**src/rtl/uart_tx_arbiter_pkg.sv**
```systemverilog
// Shared types and constants for the two-requester UART transmit arbiter.
package uart_arb_pkg;

    typedef enum logic [1:0] {
        ST_IDLE  = 2'd0,
        ST_START = 2'd1,
        ST_DATA  = 2'd2,
        ST_STOP  = 2'd3
    } tx_state_t;

    localparam int   DATA_BITS = 8;
    localparam logic START_BIT = 1'b0;
    localparam logic STOP_BIT  = 1'b1;

endpackage

```
**src/rtl/uart_tx_arbiter_if.sv**
```systemverilog
// Valid/ready byte handshake for the two requesters feeding the UART arbiter.
// The master modport is the requester side, the slave modport is the arbiter.
interface uart_tx_arbiter_if;
    import uart_arb_pkg::*;

    logic                 req0_valid;
    logic [DATA_BITS-1:0] req0_data;
    logic                 req0_ready;
    logic                 req1_valid;
    logic [DATA_BITS-1:0] req1_data;
    logic                 req1_ready;

    modport master (
        output req0_valid, req0_data, req1_valid, req1_data,
        input  req0_ready, req1_ready
    );

    modport slave (
        input  req0_valid, req0_data, req1_valid, req1_data,
        output req0_ready, req1_ready
    );

endinterface

```
**src/rtl/uart_tx_arbiter_tx.sv**
```systemverilog
// UART serializer: baud counter, shift register and frame FSM.
// A byte presented with load while idle is latched and sent as
// start bit, eight data bits LSB first, stop bit; every bit lasts BAUD_DIV cycles.
//
// state   | meaning
// --------+-------------------------------------------------
// IDLE    | line high, waiting for load
// START   | driving the start bit
// DATA    | driving data bit bit_cnt (LSB first)
// STOP    | driving the stop bit; returns to IDLE on the last cycle
module uart_tx
    import uart_arb_pkg::*;
#(
    parameter int BAUD_DIV = 868
) (
    input  logic                 CLOCK_100,
    input  logic                 nRESET,
    input  logic                 load,
    input  logic [DATA_BITS-1:0] data,
    output logic                 busy,
    output logic                 txd
);

    localparam int BAUD_W = (BAUD_DIV > 1) ? $clog2(BAUD_DIV) : 1;
    localparam int BIT_W  = $clog2(DATA_BITS);
    localparam logic [BAUD_W-1:0] BAUD_LAST = BAUD_W'(BAUD_DIV - 1);
    localparam logic [BIT_W-1:0]  BIT_LAST  = BIT_W'(DATA_BITS - 1);

    tx_state_t            state;
    logic [BAUD_W-1:0]    baud_cnt;
    logic [BIT_W-1:0]     bit_cnt;
    logic [DATA_BITS-1:0] shreg;
    logic                 baud_tick;

    assign baud_tick = (baud_cnt == BAUD_LAST);

    // Frame sequencer; busy and txd are registered so the line never glitches from inputs.
    always_ff @(posedge CLOCK_100 or negedge nRESET) begin
        if (!nRESET) begin
            state    <= ST_IDLE;
            baud_cnt <= '0;
            bit_cnt  <= '0;
            shreg    <= '0;
            busy     <= 1'b0;
            txd      <= STOP_BIT;
        end else begin
            case (state)
                ST_IDLE: begin
                    if (load) begin
                        shreg    <= data;
                        state    <= ST_START;
                        txd      <= START_BIT;
                        busy     <= 1'b1;
                        baud_cnt <= '0;
                        bit_cnt  <= '0;
                    end
                end
                ST_START: begin
                    if (baud_tick) begin
                        baud_cnt <= '0;
                        state    <= ST_DATA;
                        txd      <= shreg[0];
                        shreg    <= {1'b1, shreg[DATA_BITS-1:1]};
                    end else begin
                        baud_cnt <= baud_cnt + 1'b1;
                    end
                end
                ST_DATA: begin
                    if (baud_tick) begin
                        baud_cnt <= '0;
                        if (bit_cnt == BIT_LAST) begin
                            bit_cnt <= '0;
                            state   <= ST_STOP;
                            txd     <= STOP_BIT;
                        end else begin
                            bit_cnt <= bit_cnt + 1'b1;
                            txd     <= shreg[0];
                            shreg   <= {1'b1, shreg[DATA_BITS-1:1]};
                        end
                    end else begin
                        baud_cnt <= baud_cnt + 1'b1;
                    end
                end
                ST_STOP: begin
                    if (baud_tick) begin
                        baud_cnt <= '0;
                        state    <= ST_IDLE;
                        busy     <= 1'b0;
                    end else begin
                        baud_cnt <= baud_cnt + 1'b1;
                    end
                end
                default: begin
                    state <= ST_IDLE;
                    busy  <= 1'b0;
                    txd   <= STOP_BIT;
                end
            endcase
        end
    end

endmodule

```
**src/rtl/uart_tx_arbiter.sv**
```systemverilog
// Two-requester UART transmit arbiter: picks one byte at a time from the CPU
// port (requester 0) or the debug/trace source (requester 1) and hands it to
// the serializer. Ties go to requester 0 unless UART_ARB_RR_EN is defined,
// in which case a tie goes to the requester not granted last.
module uart_tx_arbiter
    import uart_arb_pkg::*;
#(
    parameter int BAUD_DIV = 868
) (
    input  logic               CLOCK_100,
    input  logic               nRESET,
    uart_tx_arbiter_if.slave   req,
    output logic               grant_id,
    output logic               busy,
    output logic               UART_TXD
);

    logic                 prefer0;
    logic                 pick0;
    logic                 grant0;
    logic                 grant1;
    logic                 load;
    logic [DATA_BITS-1:0] load_data;

`ifdef UART_ARB_RR_EN
    logic rr_ptr;

    // Round-robin pointer: 1 favours requester 0; moves only when a byte is taken.
    always_ff @(posedge CLOCK_100 or negedge nRESET) begin
        if (!nRESET) begin
            rr_ptr <= 1'b1;
        end else if (load) begin
            rr_ptr <= grant1;
        end
    end

    assign prefer0 = rr_ptr;
`else
    assign prefer0 = 1'b1;
`endif

    // Readys are gated by nRESET so nothing is offered while reset is held,
    // yet the first edge after release can already accept a byte.
    assign pick0  = req.req0_valid & (~req.req1_valid | prefer0);
    assign grant0 = nRESET & ~busy & pick0;
    assign grant1 = nRESET & ~busy & req.req1_valid & ~pick0;
    assign load   = grant0 | grant1;

    assign req.req0_ready = grant0;
    assign req.req1_ready = grant1;
    assign load_data      = grant1 ? req.req1_data : req.req0_data;

    // grant_id follows each accepted byte and holds while idle.
    always_ff @(posedge CLOCK_100 or negedge nRESET) begin
        if (!nRESET) begin
            grant_id <= 1'b0;
        end else if (load) begin
            grant_id <= grant1;
        end
    end

    uart_tx #(
        .BAUD_DIV (BAUD_DIV)
    ) u_tx (
        .CLOCK_100 (CLOCK_100),
        .nRESET    (nRESET),
        .load      (load),
        .data      (load_data),
        .busy      (busy),
        .txd       (UART_TXD)
    );

endmodule

```
**src/flat_wrapper.sv**
```systemverilog
// flat-port wrapper written by rule: the top's interface ports become plain ports
module uart_tx_arbiter_flat import uart_arb_pkg::*;
#(
    parameter int BAUD_DIV = 868
)
  (CLOCK_100, nRESET, grant_id, busy, UART_TXD, req_req0_valid, req_req0_data, req_req1_valid, req_req1_data, req_req0_ready, req_req1_ready);
  uart_tx_arbiter_if req_i ();
  input  logic CLOCK_100;
  input  logic nRESET;
  output logic grant_id;
  output logic busy;
  output logic UART_TXD;
  input wire logic [$bits(req_i.req0_valid)-1:0] req_req0_valid;
  input wire logic [$bits(req_i.req0_data)-1:0] req_req0_data;
  input wire logic [$bits(req_i.req1_valid)-1:0] req_req1_valid;
  input wire logic [$bits(req_i.req1_data)-1:0] req_req1_data;
  output wire logic [$bits(req_i.req0_ready)-1:0] req_req0_ready;
  output wire logic [$bits(req_i.req1_ready)-1:0] req_req1_ready;
  assign req_i.req0_valid = req_req0_valid;
  assign req_i.req0_data = req_req0_data;
  assign req_i.req1_valid = req_req1_valid;
  assign req_i.req1_data = req_req1_data;
  assign req_req0_ready = req_i.req0_ready;
  assign req_req1_ready = req_i.req1_ready;
  uart_tx_arbiter #(.BAUD_DIV(BAUD_DIV)) u_core (.CLOCK_100(CLOCK_100), .nRESET(nRESET), .req(req_i), .grant_id(grant_id), .busy(busy), .UART_TXD(UART_TXD));
endmodule
```
**config.mk**
```make
export PLATFORM = sky130hd
export DESIGN_NAME = uart_tx_arbiter_flat
export DESIGN_NICKNAME = d
export VERILOG_FILES = /design/src/rtl/uart_tx_arbiter_pkg.sv /design/src/rtl/uart_tx_arbiter_if.sv /design/src/rtl/uart_tx_arbiter_tx.sv /design/src/rtl/uart_tx_arbiter.sv /design/src/flat_wrapper.sv
export SDC_FILE = /design/constraint.sdc
export NUM_CORES = 1
export LEC_CHECK = 0
export ABC_AREA = 1
export BUFFER_PORTS_ARGS = -buffer_cell sky130_fd_sc_hd__buf_4
export CORE_ASPECT_RATIO = 1.4
export CORE_MARGIN = 1
export CORE_UTILIZATION = 30
export CTS_CLUSTER_SIZE = 24
export DETAILED_ROUTE_END_ITERATION = 6
export HOLD_SLACK_MARGIN = 0.05
export MAX_ROUTING_LAYER = met4
export PLACE_DENSITY = 0.58
export RECOVER_POWER = 50
export SYNTH_ARGS = -nofsm -noshare
export SYNTH_HDL_FRONTEND = slang
export SYNTH_SLANG_ARGS = --single-unit
```
**constraint.sdc**
```tcl
create_clock -name CLOCK_100 -period 1.6 [get_ports CLOCK_100]
set_input_delay 0.08 -clock CLOCK_100 [delete_from_list [all_inputs] [get_ports CLOCK_100]]
set_output_delay 0.08 -clock CLOCK_100 [all_outputs]
set_load 0.005 [all_outputs]
```
* After elaboration in Yosys (flattened, before gate mapping)
Index checks and enable logic that the tools add are counted.
** Cells by class
- Add/subtract/negate cells :: 2
- Eq/ne operators :: 11
- Muxes and demuxes :: 27
- Bitwise gates (word level) :: 7
- Reductions and logical operators :: 10
** Operators by type and width (count)
- 2-to-1 mux 8 bit :: 5
- one-hot mux 8 bit (3 select lines) :: 1
- 2-to-1 mux 10 bit :: 2
- one-hot mux 10 bit (2 select lines) :: 1
- adder 10 x 1 -> 10 bit, second input constant :: 1
- == test 10 bit, second input constant :: 1
- 2-to-1 mux 2 bit :: 5
- inequality test 2 bit, second input constant :: 5
- AND reduction 5 bit :: 2
- 2-to-1 mux 3 bit :: 3
- one-hot mux 2 bit (4 select lines) :: 1
- 2-to-1 mux 1 bit :: 6
- one-hot mux 3 bit (2 select lines) :: 1
- AND reduction 3 bit :: 2
- AND 1 bit :: 4
- == test 2 bit, second input constant :: 2
- AND reduction 4 bit :: 1
- nonzero test 2 bit :: 2
- adder 3 x 1 -> 3 bit, second input constant :: 1
- == test 3 bit, second input constant :: 1
- one-hot mux 1 bit (3 select lines) :: 1
- nonzero test 3 bit :: 1
- OR reduction 3 bit :: 1
- == test 2 x 1 -> 1 bit, second input constant :: 1
- 5 further kinds :: 6
** Storage, ports and cells
- Register bits :: 26
- Input bits :: 20
- Output and inout port bits :: 5
- Word-level logic and storage cells :: 64

* Depth between registers and ports, before layout
- Depth after elaboration :: 7
- Gate-level depth with buffers :: 9
- Depth with buffers taken out :: 9

* Modules after synthesis
From an unflattened synthesis, not the netlist that was laid out.
** Second synthesis, totals
- Cells, all modules :: 204
- Area total of the unflattened synthesis :: 1659.1 um^2
** Modules (own cells, without submodules)
- uart_tx :: instances 1, cells each 167, area each 1463.9 um^2, seq. area each 626.9 um^2
- uart_tx_arbiter :: instances 1, cells each 37, area each 195.2 um^2, seq. area each 25.0 um^2

* Worst setup path after synthesis
No wires, ideal clock.
- Kind :: reg2reg
- From :: register u_core.u_tx.state[0]
- To :: register u_core.u_tx.shreg[6]
- Setup time :: 123 ps
- Data arrival time :: 1425 ps
- Data required time :: 1477 ps
- Path slack :: 51 ps
- Cell stages (with the launch flop) :: 9
- Buffers on the path :: 2
- Period minus slack after synthesis :: 1549 ps
- Cells stage by stage :: dfrtp_1 inv_1 ha_1 buf_2 a21oi_1 nand3_4 buf_6 nand2_2 o21ai_2
** On the way
- Longest elaborated chain between the ends :: 3
** Ends and longest elaborated chain
- start: declaration :: line uart_tx_arbiter_tx.sv:29 : tx_state_t state;
- start signal: assignment :: line uart_tx_arbiter_tx.sv:40 : state <= ST_IDLE;
- start signal: assignment :: line uart_tx_arbiter_tx.sv:51 : state <= ST_START;
- start signal: assignment :: line uart_tx_arbiter_tx.sv:61 : state <= ST_DATA;
- == test 2 bit, or another cell as far along :: line uart_tx_arbiter_tx.sv:47 : case (state)
- inequality test 2 bit (no line), or another cell as far along
- AND reduction 5 bit (no line)
- end signal: assignment :: line uart_tx_arbiter_tx.sv:50 : shreg <= data;
- end signal: assignment :: line uart_tx_arbiter_tx.sv:63 : shreg <= {1'b1, shreg[DATA_BITS-1:1]};
- end signal: assignment :: line uart_tx_arbiter_tx.sv:78 : shreg <= {1'b1, shreg[DATA_BITS-1:1]};
- end: declaration :: line uart_tx_arbiter_tx.sv:32 : logic [DATA_BITS-1:0] shreg;
Parallel ways exist; a longest one is shown, timed or not.
A chain may end at the register's enable or synchronous reset.

* Final worst setup path
- From :: register u_core.u_tx.state[0]
- To :: register u_core.u_tx.state[1]
** On the way
- Longest elaborated chain between the ends :: 3
** Ends and longest elaborated chain (line)
- == test 2 bit, or another cell as far along :: uart_tx_arbiter_tx.sv:47
- inequality test 2 bit (no line) / inequality test 2 x 1 -> 1 bit (equally long branches)
- AND reduction 5 bit (no line)
Parallel ways exist; a longest one is shown, timed or not.

==> impl_results.md <==
- Synth Instances: around 200
- Power Internal: a little under 900 uW
- Synth Area in Compound Gates: 15.5%
- Global-route wire length before repair: 6300 um
- Root buf cell: clkbuf_8
- DR DRC count: 0
- Final number of setup-violating endpoints: 0
- Simple-gate share of the synthesized area: 32.7%
- Vias in the first global route: 1377
- Critical path data arrival time: 1760 ps
- Largest family of logic cells by synthesized area: simple AND/OR/NAND/NOR gates
- CP top delay family: simple AND/OR/NAND/NOR gates
- Non-filler instance count after layout: 307
- Worst r2r src: u_core.u_tx.state[0]
- Leak: 0.00101 uW
- Switching part of the total power: 21.9%
- RD Place Congestion: 0.827
- Std cell rows: 31
- Placed insts: ~300
- Die Wd: 64.9 um
- FF-to-FF End: u_core.u_tx.state[1]
- Worst R2R Path Depth: 7
- Worst skew pair latency: 270 ps
- Seq pwr share: 58.6%
- CTS clock-pin slew for the worst setup and hold paths: 90 ps
- Distinct cells, synth: 30
- Global-route usage over all layers: roughly 14%
- Maximum clock frequency: between 0.6 and 0.7 GHz
- Num CTS Buffers: 3
- Crit Path Max Fanout: 5
- DR vias/cell: between 4 and 5
- Power per cell area: 538 nW/um2
- Final clock skew: 1.42 ps
- R2r setup slk: 50 ps
- CP startpoint: u_core.u_tx.state[0]
- Mux cell area share after synthesis: 0%
- Crit path max-delay cell type: dfrtp_1
- CTS HTree Levels: 1
- Status: complete, no violations
- Clock share of power: approximately 34%
- Routed vias: between 1000 and 1500
- Worst vdd ir: 0.270 mV
- Layout cells sized above 1: 30.7%
- Max Root-Sink Buffers: 2
- Crit-path cells: inv_1, ha_2, inv_1, or2_2, nand4_1, nand2_1, nand2_1
- Largest net degree at the start of global routing: 26
- Die span in y: 90.1 um
- Routed len/inst: 12.3 um
- Crit end category: flop
- P_sw: 246 uW
- Critical path's largest stage delay: 380 ps
- Combinational group share of total power: under 10%
- Worst path required time: 1810 ps
- Drt pass-1 iters: 4
- Max cap viols: 0
- Pins Over Slew Limit: 0
- Grt total ovfl: 0
- IO Port Bufs: 24
- DP Wirelength: 2760 um
- CTS tree: done
- Hold Slack: 131 ps
- WP buf/inv: 2
- CP Launch Type: flop
- Post-synth net total: 231
- Flops & latches, synth: 26
- CTS Sinks: 26
- Post-Synth XOR/XNOR Area: 0.527%
- Synth warn: 0
- Post-Synth Adder-Cell Area: under 10%
- RSZ-0062 raised after global routing: true
- WL final: 3770 um
- Max-slew headroom: 57.1%
- Nets: between 200 and 300
- Post-route ant nets: 0
- Final Hold Viols: 0
- Tcrit/Tclk final: between 90 and 100%
- Final worst path period need: 1550 ps
- Syn Area/Cell: 8.19 um2
- Slew at the pin with the worst max-slew slack: ~640 ps
- Area of the core: 5240 um2
- P&R area growth vs syn: 25.6%
- Boundary pin count: 25
- Post-layout util: 39.9%
- Initial antenna violation count: 0
- Initial DRC count: 97
- Die footprint: just under 6000 um2
- Initial cell density of the core: 31.7%
- Commonest non-fill, non-tap cells in the layout: nand2_1, buf_4, dfrtp_1
- Ant diodes: 0
- Netlist Area Pre-Place: 1660 um2
- Setup tns final: 0 ps
- Most common cell after layout, fill and taps aside: nand2_1
- CP Class: flop to flop
- Seq/Total Area, Yosys: 39.2%
- HP Class: input pin to asynchronous set/reset pin
-- registers in the layout, indices dropped and copies added, names as in the netlist --
| signal | count |
|---|---|
| u_core.grant_id | 1 |
| u_core.u_tx.baud_cnt | 10 |
| u_core.u_tx.bit_cnt | 3 |
| u_core.u_tx.busy | 1 |
| u_core.u_tx.shreg | 8 |
| u_core.u_tx.state | 2 |
| u_core.u_tx.txd | 1 |
-- logic make-up after synthesis --
family	Yosys count
AND/OR/NAND/NOR	105
flip-flops	26
XOR/XNOR	1
AO/OA/AOI/OAI	40
buffers and inverters	23
adder cells (fa/ha/maj)	8
-- power by group through the flow --
stage	registers, uW	clock network (uW)	logic, uW
finish	659	383	81.6
global route	659	429	92.7
CTS	659	395	84.1
detailed placement	672	0	82.1
global placement	672	0	81.3
floorplan	672	0	23.2
-- through the flow --
step	total power, uW	setup WS [ps]	area, um2
floorplan	695	51.2	1660
global placement	753	22.6	1970
detailed placement	754	25.7	1970
CTS	1140	5.93	2020
global route	1180	-42.6	2090
finish	1120	53.1	2090
-- worst max-delay path by stage --
stage | end | cells past startpoint
floorplan | u_core.u_tx.shreg[6] | 8
global placement | u_core.u_tx.state[0] | 7
detailed placement | u_core.u_tx.state[1] | 7
CTS | u_core.u_tx.shreg[3] | 6
global route | u_core.u_tx.state[0] | 7
finish | u_core.u_tx.state[1] | 7
-- metal layers --
layer	vias up	share of wire, %	global-route usage [%]
li1	758	-	-
met1	653	45	16.8
met2	28	51	22.8
met3	5	2.9	2.16
met4	0	1.6	6.67
met5	-	0	-
-- worst reg2reg max path, cell delays in order (launching register included) --
cell     delay (ps)
dfrtp_1         380
inv_1           130
ha_2            310
inv_1           100
or2_2           330
nand4_1         130
nand2_1          60
nand2_1          50
-- synth_stat cells (all sizes together) --
| cell type | instances | area, um2 |
|---|---|---|
| nand2 | 55 | 229 |
| o21ai | 26 | 171 |
| dfrtp | 25 | 626 |
| nand3 | 20 | 143 |
| nor2 | 17 | 88.8 |
| inv | 16 | 60.1 |
| a21oi | 12 | 71.3 |
| nand4 | 10 | 62.6 |
| ha | 8 | 100 |
| buf | 4 | 28.8 |
| clkinv | 2 | 7.51 |
| or2 | 2 | 12.5 |
| a21boi | 1 | 7.51 |
| clkbuf | 1 | 3.75 |
| dfstp | 1 | 26.3 |
| nor3b | 1 | 7.51 |
| o21a | 1 | 7.51 |
| xor2 | 1 | 8.76 |
-- repair_timing --
action,CTS,global route
endpoints found under the hold margin,25,0
gates resized for setup,0,16
hold buffers,1,0
buffers inserted,0,2
setup endpoints to repair,0,20
-- cell type report --
class | instances | area, um2
multi-input combinational | 155 | 951
inverter | 18 | 71.3
sequential | 26 | 652
clock buffer | 4 | 45.0
timing repair buffer | 37 | 278
tap | 66 | 82.6
timing repair inverter | 1 | 7.51
fill | 554 | 3150
No activity file was read; power rests on OpenSTA's default activity.
